File: src/rtl/pipe_stage_skid.sv
// Elastic pipeline register with a 2-entry skid buffer, flush-to-bubble and saturating T_new decrement.
// Latency: 1 cycle from accepted input to out_valid; 1 instruction/cycle sustained throughput.
// Backpressure: in_ready is decoded from registered state only (low while the skid entry is full); out_* are registered.
module pipe_stage_skid #(
  parameter int PAYLOAD_W = 160,
  parameter int TNEW_W    = 2,
  parameter int TNEW_DEC  = 1,
  parameter int ADDR_W    = 5
) (
  input  logic                 clk,
  input  logic                 reset,
  input  logic                 flush,
  input  logic                 in_valid,
  output logic                 in_ready,
  input  logic [PAYLOAD_W-1:0] in_payload,
  input  logic [TNEW_W-1:0]    in_tnew,
  input  logic                 in_regwrite,
  input  logic [ADDR_W-1:0]    in_waddr,
  output logic                 out_valid,
  input  logic                 out_ready,
  output logic [PAYLOAD_W-1:0] out_payload,
  output logic [TNEW_W-1:0]    out_tnew,
  output logic                 out_regwrite,
  output logic [ADDR_W-1:0]    out_waddr,
  output logic [1:0]           occupancy
);

  typedef struct packed {
    logic [PAYLOAD_W-1:0] payload;
    logic [TNEW_W-1:0]    tnew;
    logic                 regwrite;
    logic [ADDR_W-1:0]    waddr;
  } entry_t;

  // Entry valid bits are implied by the state: M valid unless EMPTY, S valid only in FULL.
  typedef enum logic [1:0] {
    ST_EMPTY = 2'd0,
    ST_ONE   = 2'd1,
    ST_FULL  = 2'd2
  } state_t;

  state_t state_q, state_d;
  entry_t m_q, m_d;
  entry_t s_q, s_d;
  entry_t in_entry;
  logic   acc_in;
  logic   acc_out;

  // Saturating subtract evaluated at 32 bits so TNEW_DEC may exceed the field range.
  function automatic logic [TNEW_W-1:0] cap_tnew(input logic [TNEW_W-1:0] t);
    logic [31:0] t_ext;
    t_ext = 32'(t);
    if (t_ext > 32'(TNEW_DEC)) begin
      cap_tnew = TNEW_W'(t_ext - 32'(TNEW_DEC));
    end else begin
      cap_tnew = '0;
    end
  endfunction

  always_comb begin
    in_entry          = '0;
    in_entry.payload  = in_payload;
    in_entry.tnew     = cap_tnew(in_tnew);
    in_entry.regwrite = in_regwrite;
    in_entry.waddr    = in_waddr;
  end

  assign acc_in  = in_valid & in_ready;
  assign acc_out = out_valid & out_ready;

  always_ff @(posedge clk) begin
    if (reset) begin
      state_q <= ST_EMPTY;
      m_q     <= '0;
      s_q     <= '0;
    end else begin
      state_q <= state_d;
      m_q     <= m_d;
      s_q     <= s_d;
    end
  end

  always_comb begin
    state_d = state_q;
    case (state_q)
      ST_EMPTY: if (acc_in) state_d = ST_ONE;
      ST_ONE: begin
        if (acc_out && !acc_in)      state_d = ST_EMPTY;
        else if (!acc_out && acc_in) state_d = ST_FULL;
      end
      ST_FULL:  if (acc_out) state_d = ST_ONE;
      default:  state_d = ST_EMPTY;
    endcase
    if (flush) state_d = ST_EMPTY;
  end

  // Vacated entries are zeroed so hazard logic can read out_* without gating on out_valid.
  always_comb begin
    m_d = m_q;
    s_d = s_q;
    case (state_q)
      ST_EMPTY: if (acc_in) m_d = in_entry;
      ST_ONE: begin
        if (acc_out) begin
          m_d = acc_in ? in_entry : '0;
        end else if (acc_in) begin
          s_d = in_entry;
        end
      end
      ST_FULL: begin
        if (acc_out) begin
          m_d = s_q;
          s_d = '0;
        end
      end
      default: begin
        m_d = '0;
        s_d = '0;
      end
    endcase
    if (flush) begin
      m_d = '0;
      s_d = '0;
    end
  end

  always_comb begin
    in_ready  = 1'b1;
    out_valid = 1'b0;
    occupancy = 2'd0;
    case (state_q)
      ST_ONE: begin
        out_valid = 1'b1;
        occupancy = 2'd1;
      end
      ST_FULL: begin
        in_ready  = 1'b0;
        out_valid = 1'b1;
        occupancy = 2'd2;
      end
      default: ;
    endcase
  end

  assign out_payload  = m_q.payload;
  assign out_tnew     = m_q.tnew;
  assign out_regwrite = m_q.regwrite;
  assign out_waddr    = m_q.waddr;

endmodule
File: config.mk
export PLATFORM = sky130hd
export DESIGN_NAME = pipe_stage_skid
export DESIGN_NICKNAME = d
export VERILOG_FILES = /design/src/rtl/pipe_stage_skid.sv
export SDC_FILE = /design/constraint.sdc
export NUM_CORES = 1
export LEC_CHECK = 0
export CAP_MARGIN = 20
export CORE_MARGIN = 8
export CORE_UTILIZATION = 30
export CTS_CLUSTER_DIAMETER = 40
export CTS_CLUSTER_SIZE = 12
export DETAILED_ROUTE_END_ITERATION = 10
export GPL_ROUTABILITY_DRIVEN = 0
export SYNTH_ARGS = -nofsm -noshare
export SYNTH_HDL_FRONTEND = slang
export SYNTH_SLANG_ARGS = --single-unit
File: constraint.sdc
create_clock -name clk -period 3.15 [get_ports clk]
set_input_delay 0.945 -clock clk [delete_from_list [all_inputs] [get_ports clk]]
set_output_delay 0.945 -clock clk [all_outputs]
set_load 0.1 [all_outputs]
==> summary.txt <==
GRT
  • Grt ovf: 0
  • First-pass GRT wire length: 80.9 mm
  • Largest net degree at the start of global routing: around 170
  • Initial antenna violation count: 18
  • Vias in the first global route: 13924
  • GRT Overall Usage: 17.5%

Yosys
  • Synthesis warning total: 0
  • Post-synth EDFFs: 0
  • Post-synthesis sequential area ratio: 45.7%
  • Syn nets: 1908
  • Synth Flop Type: dfxtp_1
  • Post-synth ARST share: 0%
  • Seq cells post-synth: 338
  • Area share of the largest cell type after synthesis: 45.7%
  • Leading post-synthesis cells by cell area: dfxtp_1 46%, a22oi_1 25%, nor2_1 8.5%
  • Mean Syn Cell Area: 8.57 um^2
  • Synthesized area: 14800 um^2
  • Post-synth top area cell: dfxtp_1
  • Gate count of the mapped netlist: 1730
  • Distinct cells, synth: 31

Setup path
  • Most used cell, CP: inv_1
  • Setup crit end kind: output pin
  • Worst Path Arrival: 1.90 ns
  • Critical path's top delay family: buffers and inverters
  • Crit-path max FO: 7
  • CP required: 2.20 ns
  • CP cell instances: inv_1 -> ha_1 -> inv_1 -> buf_4
  • Crit path kind: flip-flop to output pin
  • FF-to-FF path depth: 7
  • CP peak stage delay: 0.47 ns
  • CP Launch Type: flip-flop
  • Number of cells on the critical path: 4
  • Buffers plus inverters on the worst setup path: 3
  • Max stage delay cell, worst path: ha_1

Placed design
  • DP Wirelength: 31.8 mm
  • IO buf count: 344
  • Setup WS pre-CTS: 0.120 ns
  • Dpl cells: about 2600

Route
  • Detailed-route via count: ~14000
  • Pre-Repair DR Iteration Count: 5
  • DRT iter0 DRCs: about 1200
  • Average routed wire per standard cell: 19.3 um
  • # DRC: 0
  • Vias/cell: 5.30
  • WL final: 52.4 mm
  • Routed Antenna Nets: 0

Run status
  • Status: complete, no violations

Finish
  • Layout cells sized above 1: 16.1%
  • Non-Filler Instances: 2713
  • Nets@finish: 2168
  • Register area: 6770 um^2
  • Syn-to-layout area delta: 40.2%
  • Fin util: 42.5%
  • Multi-input gate area: 7250 um^2
  • Fill cell count: 4793

Floorplanning
  • Initial Util: 30.3%
  • Die X: 238 um
  • Die area: around 57000 um^2
  • Die Y: 238 um
  • Core outline area: 48800 um^2
  • Std-Cell Rows: 81
  • Ports: about 350

Clock network
  • Post-CTS setup repair buffer count: 0
  • Num CTS Buffers: between 60 and 70
  • CTS tree: done
  • Clk Latency, worst-skew pair: 0.56 ns
  • Post-cts sizing count: 0
  • Hold Buf Count CTS: 0
  • Root Buffer: clkbuf_16
  • Sink Count: 338
  • Clock slew seen by the registers of the worst setup and hold paths: 0.05 ns
  • Longest Clk Path Bufs: 3
  • H-tree depth: 3

STA
  • Worst Tran Pin Value: 0.796 ns
  • Fin Clk Skew: around 0.011 ns
  • RSZ-0062 raised after global routing: false
  • Final Max Tran Viols: 0
  • Slew Limit Headroom: ~47%
  • # setup viols final: 0
  • Hold Fails Final Rpt: 0
  • Min Tclk post-route: between 2 and 3 ns
  • Setup tns final: 0 ns
  • Slack of the critical path: 0.302 ns
  • F_max: 0.351 GHz
  • Final period util: 90.4%

Worst hold path
  • Worst Hold Class: flip-flop to flip-flop
  • Worst Hold Depth: 2

Pwr
  • Leakage: around 8.1 nW
  • Cell Pwr Density: 690 nW/um^2
  • Peak supply drop: 438 uV

Job
  • MaxCap Viol Count: 0
[report_power, final]
part	leakage, nW	internal (mW)	switching [mW]
logic	4.24	0.750	1.68
clock network	1.15	5.01	2.42
registers	2.74	4.40	0.0740
[kinds of logic (layout without fill, tap and decap cells)]
group	after synthesis	count (layout)	synth area share (%)
AO/OA/AOI/OAI	679	679	31.9
adder cells (fa/ha/maj)	5	5	0.422
buffers and inverters	191	502	5.76
flip-flops	338	338	45.7
multiplexers	3	3	0.203
other	0	8	0
AND/OR/NAND/NOR	514	514	16.1
[routing by layer]
metal | global-route usage (%) | part of all wire, % | vias up | routed length (um)
li1 | - | - | 6840 | -
met1 | 22.7 | 44 | 6957 | 23000
met2 | 26.5 | 45 | 459 | 23400
met3 | 6.71 | 9.0 | 102 | 4710
met4 | 5.43 | 2.1 | 18 | 1110
met5 | 0 | 0.22 | - | 114
[worst reg2reg max path, cell delays in order (launching register included)]
cell and delay (ns):
dfxtp_1 0.37, inv_1 0.14, ha_1 0.39, a21boi_0 0.53, a211o_4 0.34, buf_12 0.37
a22oi_1 0.21, nor2_1 0.12
[area by class of cell]
cell class,count,share of cell area (%)
Clock inverter,37,2.16
Antenna cell,8,0.0964
Multi-Input combinational cell,1201,34.9
Timing Repair Buffer,375,16.9
Tap cell,664,4.00
Inverter,5,0.0903
Clock buffer,85,9.30
Sequential cell,338,32.6
[Yosys cell counts (2+ instances only)]
| cell type | count |
|---|---|
| ha_1 | 5 |
| clkbuf_1 | 114 |
| nand2b_1 | 167 |
| nor2_1 | 336 |
| a22oi_1 | 498 |
| buf_2 | 37 |
| a32o_1 | 4 |
| nand2_1 | 4 |
| a32oi_1 | 2 |
| o21ai_0 | 165 |
| dfxtp_1 | 338 |
| buf_1 | 11 |
| nor2b_1 | 2 |
| mux2i_1 | 3 |
| inv_1 | 5 |
| buf_4 | 24 |
[through the flow]
stage / instance area (um^2) / hold WS, ns / total power, mW
after floorplan: 14800 / 0.454 / 6.19
after global placement: 18400 / 0.468 / 6.96
after detailed placement: 18400 / 0.483 / 6.99
after CTS: 20800 / 0.498 / 14.5
after global routing: 20800 / 0.518 / 14.9
final: 20800 / 0.488 / 14.3
[worst paths after layout]
kind / slack [ns] / startpoint / endpoint
max: 0.30 / state_q[0]$_SDFFE_PP0P_ / in_ready
min: 0.49 / s_q[6]$_SDFFE_PP0P_ / s_q[6]$_SDFFE_PP0P_
max reg2reg: 0.61 / state_q[1]$_SDFFE_PP0P_ / out_payload[71]$_SDFFE_PP0P_
min reg2reg: 0.49 / s_q[6]$_SDFFE_PP0P_ / s_q[6]$_SDFFE_PP0P_
[cell usage in the layout (no fill, tap or decap), drive strengths merged, types with 4 or more instances in the layout]
| cell | instances |
|---|---|
| a22oi | 498 |
| dfxtp | 338 |
| nor2 | 336 |
| buf | 203 |
| clkdlybuf4s50 | 172 |
| nand2b | 167 |
| o21ai | 165 |
| clkbuf | 85 |
| clkinv | 17 |
| inv | 10 |
| diode | 8 |
| bufinv | 8 |
| clkinvlp | 7 |
| ha | 5 |
| a32o | 4 |
| nand2 | 4 |
[registers in the layout (all words and copies together), names as in the netlist]
register and flops:
out_regwrite 1, out_payload 160, out_tnew 2, state_q 2, out_waddr 5, s_q 168
Power figures use the tool's default switching activity.
